## src/rtl/uart_receiver.sv

```systemverilog
// 8N1 UART receiver: 2-flop synchroniser, midpoint sampling, one-cycle valid/framing-error strobes.
// Strobe appears 2+CLKS_PER_BIT/2+9*CLKS_PER_BIT edges after the start edge; no backpressure, bytes are overwritten.
module uart_receiver #(
    parameter int CLKS_PER_BIT = 16
) (
    input  logic       i_CLK,
    input  logic       i_RESET,
    input  logic       i_RX,
    output logic [7:0] o_DATA_OUT,
    output logic       o_DATA_VALID,
    output logic       o_FRAME_ERROR,
    output logic       o_BUSY
);

    localparam int HALF = CLKS_PER_BIT / 2;
    localparam int CW   = $clog2(CLKS_PER_BIT);
    localparam logic [CW-1:0] CNT_LAST = CW'(CLKS_PER_BIT - 1);
    localparam logic [CW-1:0] CNT_HALF = CW'(HALF - 1);

    typedef enum logic [2:0] {
        S_IDLE,
        S_START,
        S_DATA,
        S_STOP,
        S_BREAK
    } state_t;

    state_t        state;
    logic          rx_meta;
    logic          rx_s;
    logic [CW-1:0] clk_cnt;
    logic [2:0]    bit_cnt;
    logic [7:0]    shift_reg;

    // Flops reset to the idle line level so reset never looks like a start bit.
    always_ff @(posedge i_CLK) begin
        if (i_RESET) begin
            rx_meta <= 1'b1;
            rx_s    <= 1'b1;
        end else begin
            rx_meta <= i_RX;
            rx_s    <= rx_meta;
        end
    end

    always_ff @(posedge i_CLK) begin
        if (i_RESET) begin
            state         <= S_IDLE;
            clk_cnt       <= '0;
            bit_cnt       <= '0;
            shift_reg     <= '0;
            o_DATA_OUT    <= '0;
            o_DATA_VALID  <= 1'b0;
            o_FRAME_ERROR <= 1'b0;
            o_BUSY        <= 1'b0;
        end else begin
            o_DATA_VALID  <= 1'b0;
            o_FRAME_ERROR <= 1'b0;
            case (state)
                S_IDLE: begin
                    clk_cnt <= '0;
                    bit_cnt <= '0;
                    if (!rx_s) begin
                        state  <= S_START;
                        o_BUSY <= 1'b1;
                    end
                end
                S_START: begin
                    if (clk_cnt == CNT_HALF) begin
                        clk_cnt <= '0;
                        bit_cnt <= '0;
                        if (rx_s) begin
                            state  <= S_IDLE;
                            o_BUSY <= 1'b0;
                        end else begin
                            state <= S_DATA;
                        end
                    end else begin
                        clk_cnt <= clk_cnt + 1'b1;
                    end
                end
                S_DATA: begin
                    if (clk_cnt == CNT_LAST) begin
                        clk_cnt   <= '0;
                        shift_reg <= {rx_s, shift_reg[7:1]};
                        bit_cnt   <= bit_cnt + 1'b1;
                        if (bit_cnt == 3'd7) begin
                            state <= S_STOP;
                        end
                    end else begin
                        clk_cnt <= clk_cnt + 1'b1;
                    end
                end
                S_STOP: begin
                    // Leaving at the stop midpoint lets a back-to-back start bit be caught.
                    if (clk_cnt == CNT_LAST) begin
                        clk_cnt <= '0;
                        if (rx_s) begin
                            o_DATA_OUT   <= shift_reg;
                            o_DATA_VALID <= 1'b1;
                            o_BUSY       <= 1'b0;
                            state        <= S_IDLE;
                        end else begin
                            o_FRAME_ERROR <= 1'b1;
                            state         <= S_BREAK;
                        end
                    end else begin
                        clk_cnt <= clk_cnt + 1'b1;
                    end
                end
                S_BREAK: begin
                    if (rx_s) begin
                        state  <= S_IDLE;
                        o_BUSY <= 1'b0;
                    end
                end
                default: begin
                    state  <= S_IDLE;
                    o_BUSY <= 1'b0;
                end
            endcase
        end
    end

endmodule

```

## config.mk

```make
export PLATFORM = sky130hd
export DESIGN_NAME = uart_receiver
export DESIGN_NICKNAME = d
export VERILOG_FILES = /design/src/rtl/uart_receiver.sv
export SDC_FILE = /design/constraint.sdc
export NUM_CORES = 1
export LEC_CHECK = 0
export CORE_UTILIZATION = 35
export CTS_BUF_LIST = sky130_fd_sc_hd__clkbuf_2
export DETAILED_ROUTE_END_ITERATION = 6
export PLACE_DENSITY = 0.54
export SYNTH_ARGS = -nofsm -noshare
export SYNTH_HDL_FRONTEND = slang
export SYNTH_SLANG_ARGS = --single-unit
```

## constraint.sdc

```tcl
create_clock -name i_CLK -period 2.6 [get_ports i_CLK]
set_input_delay 0.26 -clock i_CLK [delete_from_list [all_inputs] [get_ports i_CLK]]
set_output_delay 0.26 -clock i_CLK [all_outputs]
set_load 0.01 [all_outputs]
```

==> flow_summary.json <==
{
  "status": "complete, no violations",
  "grt_pass1_wl_um": 4400,
  "relSlewSlack_pct": 60.7,
  "worstSkewPairLatency_ns": 0.35,
  "cts_sinks": 31,
  "max_slew.worst_pin.slew_ns": 0.589,
  "synthCells": 136,
  "track_usage_pct": 14.1,
  "rr_worst_depth": 5,
  "area_growth_pct": 10.8,
  "antenna_cells": 0,
  "wirelength_um": 2420,
  "fin_nets": 153,
  "ys_seq_area_share_pct": 46.8,
  "routedWlPerCell_um": 12.5,
  "antenna_left": 0,
  "critPathKind": "reg2reg",
  "cts_tree": "done",
  "cp_slowest_stage_delay_ns": 0.42,
  "power_per_cell_area_nw_per_um2": 497,
  "final.setup_skew_ns": 0.0123,
  "routed-wl-met3_um": 115,
  "postCtsHoldBufs": 0,
  "holdWs_ns": 0.432,
  "crit_path_max_fanout": 9,
  "dp_hpwl_um": 1650,
  "vias": 957,
  "postCtsSetupBuffers": 0,
  "first_iter_violations": 39,
  "fin_ws_ns": 0.748,
  "met1Wirelength_um": 1180,
  "dp_slack_ns": 0.731,
  "final.min_clock_period_ns": 1.85,
  "avgSynthCellArea_um2": 9.75,
  "met2_length_um": 1110,
  "viasPerCell": 4.93,
  "post_cts_resized": 0,
  "die_area_um2": 4040,
  "cts_buffer_depth": 2,
  "fp.dieH_um": 63.6,
  "synth_seq_cells": 31,
  "worstPathCellList": "ha_1 > and4_2 > nand3_1 > mux2i_1 > nor2_1",
  "cts_buffers": 5,
  "grt_overflow": 0,
  "synthDistinctLibCells": 35,
  "cp-start-kind": "register",
  "highest_layer": "met4",
  "syn_area_um2": 1330,
  "cap_violations": 0,
  "fill_cells": 377,
  "max_freq_mhz": 540,
  "vdd_drop_max_uv": 247,
  "fin_tns_setup_ns": 0,
  "core_um2": 3470,
  "cts_root_buffer": "clkbuf_2",
  "cp.arrival_ns": 2.10,
  "grt_pass1_vias": 998,
  "io_pins": 14,
  "place.gp.congestion": 0.758,
  "drc_errors": 0,
  "finalNonFillerCells": 194,
  "cp-end-kind": "register",
  "layout_commonest_cell": "dfxtp_1",
  "grt_max_degree": 21,
  "portBuffers": 13,
  "dr.pass1.iters": 4,
  "antenna_found_initial": 0,
  "hp-class": "reg2reg",
  "start_util_pct": 38.2,
  "drive_gt1_share_pct": 10.1,
  "synth_nets": 142,
  "slew_violations": 0,
  "fp.dieW_um": 63.6,
  "setup_viol": 0,
  "hold_path_depth": 1,
  "slowest_stage": "nand3_1",
  "worstPathRequired_ns": 2.85,
  "rows": 21,
  "final_cell_mix": "dfxtp_1 (31), nor2_1 (25), mux2i_1 (18)",
  "p_leak_nw": 0.569,
  "rsz0062_at_grt": "no",
  "min_period_over_period_pct": 71.2,
  "clkTransAtPathRegs_ns": 0.15,
  "reg2reg_slack_ns": 0.75,
  "place_inst": 186,
  "cts_max_level": 2,
  "hold_violations": 0,
  "ys_warn_count": 0
}
through the flow:
step                      area (µm²)  power [W]  util (%)
after floorplan                 1330   0.000514         -
after global placement          1430   0.000524      41.3
after detailed placement        1430   0.000525      41.3
after CTS                       1470   0.000750      42.4
after global routing            1470   0.000771      42.4
final                           1470   0.000731      42.4
worst max-delay path, delay by kind of cell (launching register included):
kind,cells,cell delay (ns)
fa+ha+maj,1,0.29
mux,1,0.30
flops,1,0.40
simple gates,3,0.76
synthesized netlist by cell type:
library cell | count | area share (%)
a211oi_1 | 1 | 0.57
o41ai_1 | 1 | 0.66
nor2_1 | 25 | 7.1
mux2i_1 | 18 | 14
nor4_1 | 1 | 0.47
nor3_1 | 3 | 1.1
or3b_2 | 1 | 0.66
nand2b_1 | 2 | 0.94
buf_6 | 2 | 1.7
nor2b_1 | 1 | 0.47
o221a_2 | 1 | 0.85
or4b_1 | 2 | 1.5
xnor2_1 | 1 | 0.66
nor3b_1 | 1 | 0.57
and4_2 | 1 | 0.75
a31oi_1 | 2 | 0.94
o21a_1 | 1 | 0.57
clkbuf_8 | 3 | 3.1
clkbuf_1 | 2 | 0.57
nand2_1 | 4 | 1.1
or4b_2 | 1 | 0.75
buf_2 | 2 | 0.75
a21oi_1 | 7 | 2.6
o311ai_0 | 1 | 0.66
inv_1 | 2 | 0.57
o21ai_0 | 6 | 2.3
and3_2 | 1 | 0.57
nor2_2 | 1 | 0.47
dfxtp_1 | 31 | 47
nand3_1 | 3 | 1.1
and2_1 | 1 | 0.47
a311oi_1 | 1 | 0.66
buf_4 | 1 | 0.57
ha_1 | 3 | 2.8
or2_2 | 2 | 0.94
cell families (layout without fill, tap and decap cells):
logic type | count (synthesis) | in the layout | share of synthesized area [%]
xor+xnor | 1 | 1 | 0.660
mux | 18 | 18 | 13.6
compound gates | 21 | 21 | 9.81
flops | 31 | 31 | 46.8
buf+inv | 12 | 24 | 7.26
simple gates | 50 | 50 | 19.1
fa+ha+maj | 3 | 3 | 2.83
power by group:
group          switching (W)  total (W)  internal [W]
combinational      0.0000172  0.0000299     0.0000126
clock               0.000153   0.000217     0.0000648
sequential        0.00000460   0.000484      0.000479
worst paths after layout:
kind,startpoint,endpoint
worst max-delay path,clk_cnt[0]$_SDFFE_PP0P_,o_DATA_OUT[1]$_SDFFE_PP0P_
worst min-delay path,rx_meta$_SDFF_PP1_,rx_s$_SDFF_PP1_
worst max register to register,clk_cnt[0]$_SDFFE_PP0P_,o_DATA_OUT[1]$_SDFFE_PP0P_
worst min register to register,rx_meta$_SDFF_PP1_,rx_s$_SDFF_PP1_
layer usage:
| layer | vias up | global-route usage, % |
|---|---|---|
| li1 | 493 | - |
| met1 | 447 | 17.1 |
| met2 | 15 | 21.5 |
| met3 | 2 | 5.62 |
| met4 | 0 | 6.82 |
| met5 | - | 0 |
layout make-up:
class	count	area (µm²)	share of cell area, %
Multi-Input combinational cell	93	609	41.4
Timing Repair Buffer	14	138	9.36
Clock inverter	2	7.51	0.511
Sequential cell	31	621	42.2
Tap cell	46	57.6	3.91
Inverter	2	7.51	0.511
Clock buffer	6	30.0	2.04
Power figures use the tool's default switching activity.
